$ cat src/rtl/fpu_pkg.sv
// Shared types and encodings for the FP16 adder request front end.
package fpu_pkg;

    typedef enum logic [1:0] {
        IDLE  = 2'd0,
        ISSUE = 2'd1,
        WAIT  = 2'd2,
        RESP  = 2'd3
    } dispatch_state_e;

    localparam logic [2:0] MODE_ADD    = 3'b000;
    localparam logic [2:0] MODE_SUB    = 3'b001;

    localparam logic [2:0] EXC_NONE    = 3'b000;
    localparam logic [2:0] EXC_UNDER   = 3'b001;
    localparam logic [2:0] EXC_OVER    = 3'b010;
    localparam logic [2:0] EXC_TIMEOUT = 3'b111;

    localparam int REQ_W = 39;

    typedef struct packed {
        logic [15:0] op1;
        logic [15:0] op2;
        logic [2:0]  mode;
        logic [3:0]  tag;
    } req_entry_t;

endpackage

$ cat src/rtl/fpu_req_fifo.sv
// Synchronous request FIFO with registered occupancy and ready flag.
module fpu_req_fifo #(
    parameter int DEPTH = 4,
    parameter int WIDTH = 39
) (
    input  logic                     clk_i,
    input  logic                     rst_i,
    input  logic                     push_i,
    input  logic [WIDTH-1:0]         wdata_i,
    input  logic                     pop_i,
    output logic [WIDTH-1:0]         rdata_o,
    output logic [$clog2(DEPTH):0]   count_o,
    output logic                     ready_o
);

    localparam int AW = $clog2(DEPTH);
    localparam int CW = AW + 1;

    logic [WIDTH-1:0] mem_q [DEPTH];
    logic [AW-1:0]    wr_ptr_q;
    logic [AW-1:0]    rd_ptr_q;
    logic [CW-1:0]    count_q;
    logic [CW-1:0]    count_d;
    logic             ready_q;

    always_comb begin
        count_d = count_q;
        if (push_i && !pop_i) begin
            count_d = count_q + 1'b1;
        end else if (!push_i && pop_i) begin
            count_d = count_q - 1'b1;
        end
    end

    // Storage carries no reset; only pointers and occupancy define validity.
    always_ff @(posedge clk_i) begin
        if (push_i) begin
            mem_q[wr_ptr_q] <= wdata_i;
        end
    end

    always_ff @(posedge clk_i) begin
        if (rst_i) begin
            wr_ptr_q <= '0;
            rd_ptr_q <= '0;
            count_q  <= '0;
            ready_q  <= 1'b1;
        end else begin
            if (push_i) begin
                wr_ptr_q <= wr_ptr_q + 1'b1;
            end
            if (pop_i) begin
                rd_ptr_q <= rd_ptr_q + 1'b1;
            end
            count_q <= count_d;
            ready_q <= (count_d < CW'(DEPTH));
        end
    end

    assign rdata_o = mem_q[rd_ptr_q];
    assign count_o = count_q;
    assign ready_o = ready_q;

endmodule

$ cat src/rtl/fpu_add_dispatch.sv
// Issues queued FP16 add/sub requests one at a time to the adder controller
// and returns each result on a ready/valid port, with a watchdog timeout.
//
// state | meaning
// IDLE  | waiting for a queued request; pops the head when one exists
// ISSUE | operands loaded; raises the one-cycle issue strobe, clears timer
// WAIT  | waiting for the controller result strobe or the timeout
// RESP  | response presented until the caller accepts it
module fpu_add_dispatch
    import fpu_pkg::*;
#(
    parameter int DEPTH   = 4,
    parameter int TIMEOUT = 64
) (
    input  logic                   CLK,
    input  logic                   RST,
    input  logic                   Req_valid,
    output logic                   Req_ready,
    input  logic [15:0]            Req_op1,
    input  logic [15:0]            Req_op2,
    input  logic [2:0]             Req_mode,
    input  logic [3:0]             Req_tag,
    output logic                   Resp_valid,
    input  logic                   Resp_ready,
    output logic [15:0]            Resp_data,
    output logic [2:0]             Resp_exc,
    output logic [3:0]             Resp_tag,
    output logic [15:0]            Add_datain1,
    output logic [15:0]            Add_datain2,
    output logic [2:0]             Add_mode,
    output logic                   Add_data_valid,
    input  logic [15:0]            Add_dataout,
    input  logic                   Add_dataout_valid,
    input  logic [2:0]             Add_exc,
    output logic                   Err_late,
    output logic [$clog2(DEPTH):0] Count
);

    localparam int              TW         = $clog2(TIMEOUT) + 1;
    localparam logic [TW-1:0]   TIMER_LAST = TW'(TIMEOUT - 1);

    dispatch_state_e state_q, state_d;
    logic [15:0]     datain1_q, datain1_d;
    logic [15:0]     datain2_q, datain2_d;
    logic [3:0]      op_tag_q, op_tag_d;
    logic            data_valid_q, data_valid_d;
    logic            resp_valid_q, resp_valid_d;
    logic [15:0]     resp_data_q, resp_data_d;
    logic [2:0]      resp_exc_q, resp_exc_d;
    logic [3:0]      resp_tag_q, resp_tag_d;
    logic            err_late_q, err_late_d;
    logic [TW-1:0]   timer_q, timer_d;

    logic                   push;
    logic                   pop;
    logic [REQ_W-1:0]       fifo_rdata;
    logic [$clog2(DEPTH):0] fifo_count;
    logic                   fifo_ready;
    req_entry_t             head;

    assign push = Req_valid && fifo_ready;
    assign head = req_entry_t'(fifo_rdata);

    fpu_req_fifo #(
        .DEPTH (DEPTH),
        .WIDTH (REQ_W)
    ) u_fifo (
        .clk_i   (CLK),
        .rst_i   (RST),
        .push_i  (push),
        .wdata_i ({Req_op1, Req_op2, Req_mode, Req_tag}),
        .pop_i   (pop),
        .rdata_o (fifo_rdata),
        .count_o (fifo_count),
        .ready_o (fifo_ready)
    );

    always_comb begin
        state_d      = state_q;
        datain1_d    = datain1_q;
        datain2_d    = datain2_q;
        op_tag_d     = op_tag_q;
        data_valid_d = 1'b0;
        resp_valid_d = resp_valid_q;
        resp_data_d  = resp_data_q;
        resp_exc_d   = resp_exc_q;
        resp_tag_d   = resp_tag_q;
        timer_d      = timer_q;
        pop          = 1'b0;
        err_late_d   = err_late_q | (Add_dataout_valid && (state_q != WAIT));

        case (state_q)
            IDLE: begin
                if (fifo_count != '0) begin
                    pop       = 1'b1;
                    datain1_d = head.op1;
                    // Subtraction is an add with operand B's sign inverted.
                    datain2_d = (head.mode == MODE_SUB) ? {~head.op2[15], head.op2[14:0]}
                                                        : head.op2;
                    op_tag_d  = head.tag;
                    state_d   = ISSUE;
                end
            end
            ISSUE: begin
                data_valid_d = 1'b1;
                timer_d      = '0;
                state_d      = WAIT;
            end
            WAIT: begin
                // A real result takes priority over a coincident timeout.
                if (Add_dataout_valid) begin
                    resp_data_d = Add_dataout;
                    resp_exc_d  = Add_exc;
                    resp_tag_d  = op_tag_q;
                    state_d     = RESP;
                end else if (timer_q == TIMER_LAST) begin
                    resp_data_d = '0;
                    resp_exc_d  = EXC_TIMEOUT;
                    resp_tag_d  = op_tag_q;
                    state_d     = RESP;
                end else begin
                    timer_d = timer_q + 1'b1;
                end
            end
            RESP: begin
                if (resp_valid_q && Resp_ready) begin
                    resp_valid_d = 1'b0;
                    state_d      = IDLE;
                end else begin
                    resp_valid_d = 1'b1;
                end
            end
            default: state_d = IDLE;
        endcase
    end

    always_ff @(posedge CLK) begin
        if (RST) begin
            state_q      <= IDLE;
            datain1_q    <= '0;
            datain2_q    <= '0;
            op_tag_q     <= '0;
            data_valid_q <= 1'b0;
            resp_valid_q <= 1'b0;
            resp_data_q  <= '0;
            resp_exc_q   <= '0;
            resp_tag_q   <= '0;
            err_late_q   <= 1'b0;
            timer_q      <= '0;
        end else begin
            state_q      <= state_d;
            datain1_q    <= datain1_d;
            datain2_q    <= datain2_d;
            op_tag_q     <= op_tag_d;
            data_valid_q <= data_valid_d;
            resp_valid_q <= resp_valid_d;
            resp_data_q  <= resp_data_d;
            resp_exc_q   <= resp_exc_d;
            resp_tag_q   <= resp_tag_d;
            err_late_q   <= err_late_d;
            timer_q      <= timer_d;
        end
    end

    assign Req_ready      = fifo_ready;
    assign Count          = fifo_count;
    assign Resp_valid     = resp_valid_q;
    assign Resp_data      = resp_data_q;
    assign Resp_exc       = resp_exc_q;
    assign Resp_tag       = resp_tag_q;
    assign Add_datain1    = datain1_q;
    assign Add_datain2    = datain2_q;
    assign Add_mode       = MODE_ADD;
    assign Add_data_valid = data_valid_q;
    assign Err_late       = err_late_q;

endmodule
$ cat config.mk
export PLATFORM = sky130hd
export DESIGN_NAME = fpu_add_dispatch
export DESIGN_NICKNAME = d
export VERILOG_FILES = /design/src/rtl/fpu_pkg.sv /design/src/rtl/fpu_req_fifo.sv /design/src/rtl/fpu_add_dispatch.sv
export SDC_FILE = /design/constraint.sdc
export NUM_CORES = 1
export LEC_CHECK = 0
export ABC_AREA = 1
export CORE_ASPECT_RATIO = 0.6
export CORE_UTILIZATION = 49
export CTS_CLUSTER_SIZE = 24
export DETAILED_ROUTE_END_ITERATION = 16
export PLACE_DENSITY_LB_ADDON = 0.12
export SLEW_MARGIN = 10
export SYNTH_ARGS = -nofsm -noshare
export SYNTH_HDL_FRONTEND = slang
export SYNTH_HIERARCHICAL = 1
export SYNTH_SLANG_ARGS = --single-unit
$ cat constraint.sdc
create_clock -name CLK -period 2.1 [get_ports CLK]
set_clock_uncertainty 0.2 [all_clocks]
set_input_delay 0.42 -clock CLK [delete_from_list [all_inputs] [get_ports CLK]]
set_output_delay 0.42 -clock CLK [all_outputs]
set_load 0.05 [all_outputs]
Word level (Yosys, flattened, before mapping):

Memory sizes are Yosys's and may differ from the RTL's. A register that Yosys moved wholly into a read port is not among the register bits.
Index checks and enable logic that the tools add are counted.

* register bits after elaboration: 79
* bits in writable memories: 156
* input bits: 63
* output and inout port bits: 65
* logic and storage cells: 75
* memories: 1

* add/sub/neg operators: 5
* $lt $le $gt $ge: 1
* equal/unequal tests: 11
* multiplexer cells: 25
* bitwise logic cells: 2
* reductions and logical operators: 15

Memories
* u_fifo.mem_q: depth 4, width 39, rd ports 1, clocked after memory_dff 1, write ports 1, RTL line fpu_req_fifo.sv:19 `logic [WIDTH-1:0] mem_q [DEPTH];`

Operator list (count)
* 2-to-1 mux 16 bit: 3
* 2-to-1 mux 7 bit: 2
* case mux 7 bit (2 select lines): 1
* 2-to-1 mux 2 bit: 6
* 2-to-1 mux 3 bit: 4
* != test 2 bit (second input constant): 5
* 2-to-1 mux 4 bit: 2
* case mux 2 bit (4 select lines): 1
* adder 7 x 1 -> 7 bit (second input constant): 1
* equality test 7 x 6 -> 1 bit (second input constant): 1
* 2-to-1 mux 1 bit: 6
* AND reduction 3 bit: 2
* logical AND 1 bit: 5
* adder 2 x 1 -> 2 bit (second input constant): 2
* equality test 2 bit (second input constant): 2
* AND reduction 2 bit: 2
* nonzero test 2 bit: 2
* adder 3 x 1 -> 3 bit (second input constant): 1
* equality test 3 x 1 -> 1 bit (second input constant): 1
* < comparator 3 bit (second input constant): 1
* != test 3 bit (second input constant): 1
* nonzero test 3 bit: 1
* subtractor 3 x 1 -> 3 bit (second input constant): 1
* equality test 2 x 1 -> 1 bit (second input constant): 1
* 4 further kinds: 5

Depth between registers and ports, before layout:

Gate-level depths: netlist of the first run.

* word-level depth: 7
* mapped depth: 12
* mapped depth without buffers: 11

By module:

The synthesis of the first run kept the hierarchy.

By module, submodules not included
* fpu_req_fifo: times used 1, cells an instance 451, area an instance 6313.6 um^2, seq. area each 4884.7 um^2
* fpu_add_dispatch: times used 1, cells an instance 368, area an instance 2867.8 um^2, seq. area each 1421.4 um^2

Worst setup path before layout of the first run:

OpenSTA, ideal clock, no wires.

* kind: flip-flop to flip-flop
* from: register u_fifo.ready_q (netlist: u_fifo/ready_o)
* to: memory u_fifo.mem_q[0][0], enable pin
* setup time: 0.394 ns
* data arrival time: 1.672 ns
* data required time: 1.506 ns
* path slack: -0.166 ns
* cell stages (with the launch flop): 5
* path buffers: 0
* period minus slack after synthesis: 2.266 ns
* cells stage by stage: dfxtp_1 -> nand2_1 -> inv_1 -> nand2_1 -> inv_1

* word-level cells in the longest chain between the ends: 3

Ends and longest elaborated chain
* start, declared: RTL line fpu_req_fifo.sv:24 `logic ready_q;`
* start signal, assigned: RTL line fpu_req_fifo.sv:56 `ready_q <= (count_d < CW'(DEPTH));`
* logical AND 1 bit: RTL line fpu_add_dispatch.sv:61 `assign push = Req_valid && fifo_ready;`
* net push: RTL line fpu_add_dispatch.sv:54 `logic push;`
* 2-to-1 mux 1 bit: RTL line fpu_req_fifo.sv:37 `if (push_i) begin`
* 2-to-1 mux 1 bit (implied by the code): RTL line fpu_req_fifo.sv:38 `mem_q[wr_ptr_q] <= wdata_i;`
* end, declared: RTL line fpu_req_fifo.sv:19

The timed path passes the listed nets, and every way through them passes these cells.

Worst setup path in the final report of the first run:

* from: register resp_exc_q[1] (netlist: Resp_exc[1])
* to: output port Resp_exc[1]

RTL lines
* start, declared: RTL line fpu_add_dispatch.sv:49 `logic [2:0] resp_exc_q, resp_exc_d;`
* start signal, assigned: RTL line fpu_add_dispatch.sv:158 `resp_exc_q <= resp_exc_d;`
* end, declared: RTL line fpu_add_dispatch.sv:26 `output logic [2:0] Resp_exc,`

No word-level cell between the ends.

==> summary.md, run 1 <==
| Metric | Value |
|---|---|
| DRC errors left | `0` |
| Sum of met2 wire segment lengths after detailed routing | `9.174 mm` |
| Worst r2r path cells | `6` |
| Final Util | `63.56%` |
| Number of warnings reported in the yosys synthesis log | `6` |
| Largest family of logic cells by synthesized area | `simple AND/OR/NAND/NOR gates` |
| Buf/Inv on CP | `1` |
| Mux contribution to synthesized area | `0%` |
| Total routing resource utilization after global routing | `21.66%` |
| CTS root buf | `clkbuf_16` |
| Count of pins on the block boundary | `128` |
| Number of unique standard cell types used by synthesis | `31` |
| Count of cells resized by post-cts repair | `22` |
| Clock slew at the register clock pins of the worst setup and hold paths | `70 ps` |
| Post-Syn Area | `9181 um2` |
| Area share of and/or/nand/nor cells after synthesis | `13.03%` |
| Sum Neg Setup Slack | `0 ps` |
| Detailed-placement wirelength estimate | `13.44 mm` |
| Worst hold path stage count | `1` |
| Top cell family by delay on the critical path | `buffers and inverters` |
| Endpoint type of the worst setup path | `output port` |
| Number of global-route vias before repair | `6,219` |
| Clk sinks | `237` |
| Length of routed met3 wiring | `1.423 mm` |
| Share of async-settable or async-resettable flops after synthesis | `0%` |
| Top routing layer in use | `met4` |
| Core area | `18,210 um2` |
| Worst endpoint required time | `1480 ps` |
| Post-synth top area cell | `edfxtp_1` |
| Hold wc startpoint | `u_fifo/rd_ptr_q[1]$_SDFFE_PP0P_` |
| Run status | `completed` |
| Share of the synthesized area in compound gates (AO/OA/AOI/OAI) | `11.71%` |
| Vias per cell | `5.256` |
| Maximum root-to-sink buffer count | `3` |
| Latest clock arrival within the worst-skew pair | `500 ps` |
| Post-route clock period utilization | `96.10%` |
| Transition time at the pin with the least slew margin | `513.8 ps` |
| Die span in x | `178.7 um` |
| Max_slew headroom | `65.88%` |
| Post-CTS Setup Repair Bufs | `0` |
| Largest fanout of any net on the critical path | `2` |
| Setup repair after global routing missed its margin | `no` |
| Die Area | `19,310 um2` |
| Worst endpoint data arrival time | `1400 ps` |
| Power per Cell Area | `1320 nW/um2` |
| Count of routing violations after the opening detailed-route iteration | `509` |
| CTS tree | `yes` |
| Total clock buffers created by CTS | `22` |
| DR vias | `6,396` |
| Total iterations of the first detailed-routing run | `5` |
| Synthesis-to-layout area growth | `26.06%` |
| First-pass GRT wire length | `32.41 mm` |
| Port bufs | `124` |
| Ranking of synthesized cells by area | `edfxtp_1, dfxtp_1, nor2_1, o21ai_0, nand2_1` |
| Initial standard-cell utilization of the core | `50.42%` |
| Routed WL | `20.41 mm` |
| Sequential share of the synthesized area | `68.68%` |
| Max-capacitance violation count | `0` |
| Share of final-layout standard cells stronger than drive strength 1 | `15.56%` |
| Max-slew violation total from the final report | `0` |
| Max Freq | `495.5 MHz` |
| Worst path max stage delay | `550 ps` |
| Share of the synthesized netlist area taken by xor and xnor gates | `0.09539%` |
| Fill count | `1,431` |
| Endpoint of the lowest-slack register-to-register path | `Add_datain1[15]$_SDFFE_PP0P_` |
| Type of element launching the critical path | `flip-flop` |
| WL met1 | `9.505 mm` |
| Routed length per placed instance | `16.77 um` |
| Final number of hold-violating endpoints | `0` |
| Number of antenna repair diodes | `0` |
| Min-Delay Endpoint | `u_fifo/rd_ptr_q[1]$_SDFFE_PP0P_` |
| Area share of the leading cell type in the synthesized netlist | `51.02%` |
| List of cells traversed by the critical path | `dlygate4sd2_1` |
| Setup violation total in the final timing report | `0` |
| Antenna violations before repair | `0` |
| Largest net degree at the start of global routing | `45` |
| Seq cells post-synth | `237` |
| Leakage dissipation | `0.004360 uW` |
| Worst VDD drop | `0.6955 mV` |
| Leading register cell type out of synthesis | `edfxtp_1` |
| Area of all sequential standard cells | `6311 um2` |
| Std-Cell Rows | `38` |
| Adder and majority gate portion of the synthesized area | `1.772%` |
| Final-stage net count | `1,037` |
| Mean area per synthesized cell | `11.21 um2` |
| Number of flops mapped to enable cells by yosys | `156` |
| Time the worst path needs with I/O delays and setup | `2018 ps` |
| Path category of the worst min-delay check | `reg2reg` |
| Hold-fix buffers, CTS | `0` |
| Number of instances in the synthesized netlist | `819` |
| R2r setup slk | `170 ps` |
| Height of the die | `108.0 um` |
| Critical path type | `reg2out` |
| Combined area of the multi-input logic cells | `2454 um2` |
| Detail Route Antenna Nets | `0` |
| H-tree Lvls | `1` |
| RD Place Congestion | `0.8456` |
| Slowest CP cell | `dlygate4sd2_1` |
| GR Overflow Total | `0` |
registers in the layout, indices dropped and copies added, names as in the netlist, 2 cells and up, named ones only:
name and cells:
u_fifo/rd_ptr_q 2, u_fifo/mem_q 156, u_fifo/wr_ptr_q 2, state_q 2
u_fifo/count_o 2, Add_datain2 16, Resp_exc 3, Resp_tag 4
timer_q 7, Resp_data 16, Add_datain1 16, op_tag_q 4
cell usage after synthesis, types with 2 or more instances:
| cell type | count |
|---|---|
| a21oi_1 | 25 |
| a21oi_2 | 10 |
| buf_1 | 2 |
| buf_2 | 12 |
| buf_4 | 6 |
| buf_6 | 7 |
| clkbuf_1 | 11 |
| clkbuf_2 | 4 |
| clkbuf_4 | 2 |
| dfxtp_1 | 81 |
| edfxtp_1 | 156 |
| ha_1 | 13 |
| inv_1 | 38 |
| inv_2 | 2 |
| nand2_1 | 66 |
| nand2_2 | 13 |
| nand2_4 | 3 |
| nand3_1 | 17 |
| nand3b_1 | 5 |
| nor2_1 | 176 |
| nor2_4 | 2 |
| o21ai_0 | 120 |
| o21ai_1 | 2 |
| o22ai_1 | 39 |
cell usage in the layout (no fill, tap or decap), types with 11 or more instances in the layout:
cell	netlist	final
o21ai_0	120	120
buf_4	6	65
a21oi_1	25	25
o22ai_1	39	39
nor2_1	176	176
nand2_2	13	13
nand3_1	17	17
ha_1	13	13
edfxtp_1	156	156
nand2_1	66	66
buf_12	0	11
inv_1	38	34
clkbuf_16	0	23
dlygate4sd2_1	0	22
dfxtp_1	81	77
clkdlybuf4s50_1	0	62
final cells by class:
cell class                 instances  share of cell area [%]
clock buffer                      29                   5.427
clock inverter                    11                   1.578
inverter                          42                   1.524
multi-input combinational        498                   21.20
sequential                       237                   54.53
tap                              240                   2.595
timing repair buffer             160                   13.15
per-layer routing:
| metal | track usage [%] | up-vias |
|---|---|---|
| met1 | 31.65 | 3007 |
| met3 | 3.446 | 25 |
| li1 | - | 3115 |
| met2 | 34.08 | 249 |
| met5 | 0 | - |
| met4 | 5.024 | 0 |
worst max path at each step:
stage	depth (start not counted)	end	startpoint	slack (ps)
5_1_grt	6	Add_datain1[15]$_SDFFE_PP0P_	flip-flop	30
4_1_cts	1	Resp_data[11]	Resp_data[11]$_SDFFE_PP0P_	60
3_5_place_dp	9	flip-flop	Req_valid	-90
3_3_place_gp	9	flip-flop	Req_valid	-50
6_report	1	Resp_exc[1]	Resp_exc[1]$_SDFFE_PP0P_	80
2_1_floorplan	11	u_fifo/ready_o$_SDFF_PP1_	u_fifo/count_o[0]$_SDFFE_PP0P_	80
per-stage QoR:
step | setup WS, ps | hold slack, ps | cells | total power, uW | instance area [um2]
2_1_floorplan | 84.93 | 211.5 | 821 | 9454 | 9208
3_3_place_gp | -48.97 | 227.9 | 1177 | 10900 | 10790
3_5_place_dp | -94.95 | 234.4 | 1177 | 11030 | 10790
4_1_cts | 64.90 | 245.4 | 1217 | 15360 | 11570
5_1_grt | 25.95 | 274.0 | 1217 | 16100 | 11570
6_report | 81.82 | 246.9 | 1217 | 15270 | 11570
cell families after synthesis:
group | after synthesis
AOI/OAI and AO/OA | 197
buffers and inverters | 86
other | 1
adders and majority gates | 13
DFF | 237
and+or+nand+nor | 284
xor gates and xnor gates | 1
power breakdown:
group | switching (uW) | internal (uW) | total (uW)
clock network | 1670 | 2720 | 4390
logic | 3350 | 1540 | 4890
registers | 308 | 5690 | 6000
total | 5330 | 9950 | 15300
(Power assumes the default switching activity.)
==> run 2: changes to the inputs <==
Settings changed: RECOVER_POWER set to 50.
==> summary.md, run 2 (synthesis results as in run 1) <==
| Metric | Value |
|---|---|
| Run status | `completed` |
| DR vias | `6,366 (-0.47%)` |
| Final cell area excluding filler cells | `11,470 um2 (-0.90%)` |
| Total routing resource utilization after global routing | `21.66% (unchanged)` |
| Power per Cell Area | `1325 nW/um2 (+0.37%)` |
| Transition time at the pin with the least slew margin | `610.5 ps (+96.75 ps)` |
| Type of element launching the critical path | `flip-flop` |
| Clk sinks | `237 (unchanged)` |
| Maximum root-to-sink buffer count | `3 (unchanged)` |
| Worst endpoint required time | `1480 ps (about the same)` |
| Time the worst path needs with I/O delays and setup | `2021 ps (+3.226 ps)` |
| Endpoint type of the worst setup path | `output port` |
| Core area | `18,210 um2 (unchanged)` |
| DRC errors left | `0 (unchanged)` |
| Total clock buffers created by CTS | `22 (unchanged)` |
| Max-slew violation total from the final report | `0 (unchanged)` |
| Synthesis-to-layout area growth | `24.93%` |
| Commonest cells after routing, fill and taps aside | `nor2_1, edfxtp_1, o21ai_0` |
| Worst endpoint data arrival time | `1400 ps (about the same)` |
| Height of the die | `108.0 um (unchanged)` |
| Share of final-layout standard cells stronger than drive strength 1 | `14.64% (-0.92 points)` |
| Std-Cell Rows | `38 (unchanged)` |
| Final number of hold-violating endpoints | `0 (unchanged)` |
| Worst hold path stage count | `1 (unchanged)` |
| Detail Route Antenna Nets | `0 (unchanged)` |
| CTS root buf | `clkbuf_16` |
| Latest clock arrival within the worst-skew pair | `500 ps (about the same)` |
| Hold-fix buffers, CTS | `0 (unchanged)` |
| Worst path max stage delay | `550 ps (about the same)` |
| Final-stage net count | `1,037 (unchanged)` |
| Path category of the worst min-delay check | `reg2reg` |
| Combined area of the multi-input logic cells | `2444 um2 (-0.41%)` |
| Max_slew headroom | `59.47% (-6.4 points)` |
| Setup repair after global routing missed its margin | `no` |
| Fill count | `1,452 (+1.5%)` |
| R2r setup slk | `190 ps (+20 ps)` |
| Register with the most flip-flops | `u_fifo/mem_q` |
| Post-route clock period utilization | `96.26% (+0.15 points)` |
| Number of antenna repair diodes | `0 (unchanged)` |
| Hold wc startpoint | `u_fifo/rd_ptr_q[1]$_SDFFE_PP0P_` |
| List of cells traversed by the critical path | `dlygate4sd2_1` |
| Min-Delay Endpoint | `u_fifo/rd_ptr_q[1]$_SDFFE_PP0P_` |
| Commonest non-fill, non-tap cell in the layout | `nor2_1` |
| Count of routing violations after the opening detailed-route iteration | `526 (+3.3%)` |
| Slowest CP cell | `dlygate4sd2_1` |
| Routed WL | `20.44 mm (+0.15%)` |
| RD Place Congestion | `0.8456 (unchanged)` |
| CTS tree | `yes` |
| Routed length per placed instance | `16.80 um (+0.15%)` |
| H-tree Lvls | `1 (unchanged)` |
| Area of all sequential standard cells | `6311 um2 (unchanged)` |
| Worst-case hold slack | `246.7 ps (-0.1790 ps)` |
| Die span in x | `178.7 um (unchanged)` |
| Instance count on the critical path | `1 (unchanged)` |
| First-pass GRT wire length | `32.41 mm (unchanged)` |
| Total iterations of the first detailed-routing run | `5 (unchanged)` |
| Worst r2r path cells | `11 (+5)` |
| Antenna violations before repair | `1 (+1)` |
| GR Overflow Total | `0 (unchanged)` |
| Top cell family by delay on the critical path | `buffers and inverters` |
| Largest net degree at the start of global routing | `45 (unchanged)` |
| Clock slew at the register clock pins of the worst setup and hold paths | `70 ps (about the same)` |
| Vias per cell | `5.231 (-0.47%)` |
| Leakage dissipation | `0.004318 uW (-0.95%)` |
| Largest fanout of any net on the critical path | `2 (unchanged)` |
| Detailed-placement wirelength estimate | `13.44 mm (unchanged)` |
| Die Area | `19,310 um2 (unchanged)` |
| Placement-stage cell area | `10,790 um2 (unchanged)` |
| Count of pins on the block boundary | `128 (unchanged)` |
| Max-capacitance violation count | `0 (unchanged)` |
| Reg2Reg Launch Point | `state_q[0]$_SDFFE_PP0P_` |
| Setup violation total in the final timing report | `0 (unchanged)` |
| Buf/Inv on CP | `1 (unchanged)` |
| Worst VDD drop | `0.6916 mV (-0.56%)` |
| Port bufs | `124 (unchanged)` |
| Number of global-route vias before repair | `6,219 (unchanged)` |
| Initial standard-cell utilization of the core | `50.42% (unchanged)` |
| Max Freq | `494.7 MHz (-0.16%)` |
| Number of flip-flops under the largest register name | `156 (unchanged)` |
| Critical path type | `reg2out` |
## run 2: changes by cell type in the layout (fill, tap and decap cells not counted), moves of 7 or more
cell	delta
buf_4	-8
clkbuf_1	+7
clkdlybuf4s50_1	-41
dlygate4sd3_1	+41
## run 2: layer usage
layer	GRT usage, %	wire length, um	vias to the layer above
met5	0	13	-
met4	5.024	309	2
met3	3.446	1304	27
met2	34.08	9204	232
met1	31.65	9611	2990
li1	-	-	3115
## run 2: cell type report
class,count,share of cell area (%)
multi-input combinational,498,21.30
tap,240,2.618
inverter,42,1.473
clock buffer,29,5.476
timing repair buffer,160,12.51
sequential,237,55.02
clock inverter,11,1.593
## run 2: stage by stage
| step | total power (uW) | utilization [%] | TNS, ps | worst slack (ps) | cells |
|---|---|---|---|---|---|
| after floorplan | 9454 | - | 0 | 84.93 | 821 |
| after global placement | 10900 | 59.26 | -365.6 | -48.97 | 1177 |
| after detailed placement | 11030 | 59.26 | -377.0 | -94.95 | 1177 |
| after CTS | 15360 | 63.56 | 0 | 64.90 | 1217 |
| after global routing | 16010 | 62.99 | 0 | 25.95 | 1217 |
| final | 15190 | 62.99 | 0 | 78.59 | 1217 |
## run 2: where the power goes
group | switching (uW) | internal (uW)
Clock | 1670 | 2720
Combinational | 3340 | 1460
Sequential | 308 | 5690
## run 2: what timing repair did
| item | in CTS | in global routing |
|---|---|---|
| setup endpoints to repair | 22 | 0 |
| buffers inserted | 0 | 0 |
| gates resized for setup | 22 | 0 |
## run 2: worst max path at each step
| stage | from | to | slack, ps |
|---|---|---|---|
| after CTS | Resp_data[11]$_SDFFE_PP0P_ | Resp_data[11] | 60 |
| final | Resp_exc[1]$_SDFFE_PP0P_ | Resp_exc[1] | 80 |
| after global routing | flip-flop | Add_datain1[15]$_SDFFE_PP0P_ | 30 |
| after global placement | Req_valid | flip-flop | -50 |
| after floorplan | u_fifo/count_o[0]$_SDFFE_PP0P_ | u_fifo/ready_o$_SDFF_PP1_ | 80 |
| after detailed placement | Req_valid | flip-flop | -90 |
==> run 3: changes to the inputs <==
Settings changed: ABC_CLOCK_PERIOD_IN_PS set to 2100.
==> results of run 3 <==
The final DEF is identical to that of run 2; final timing and power are the same.
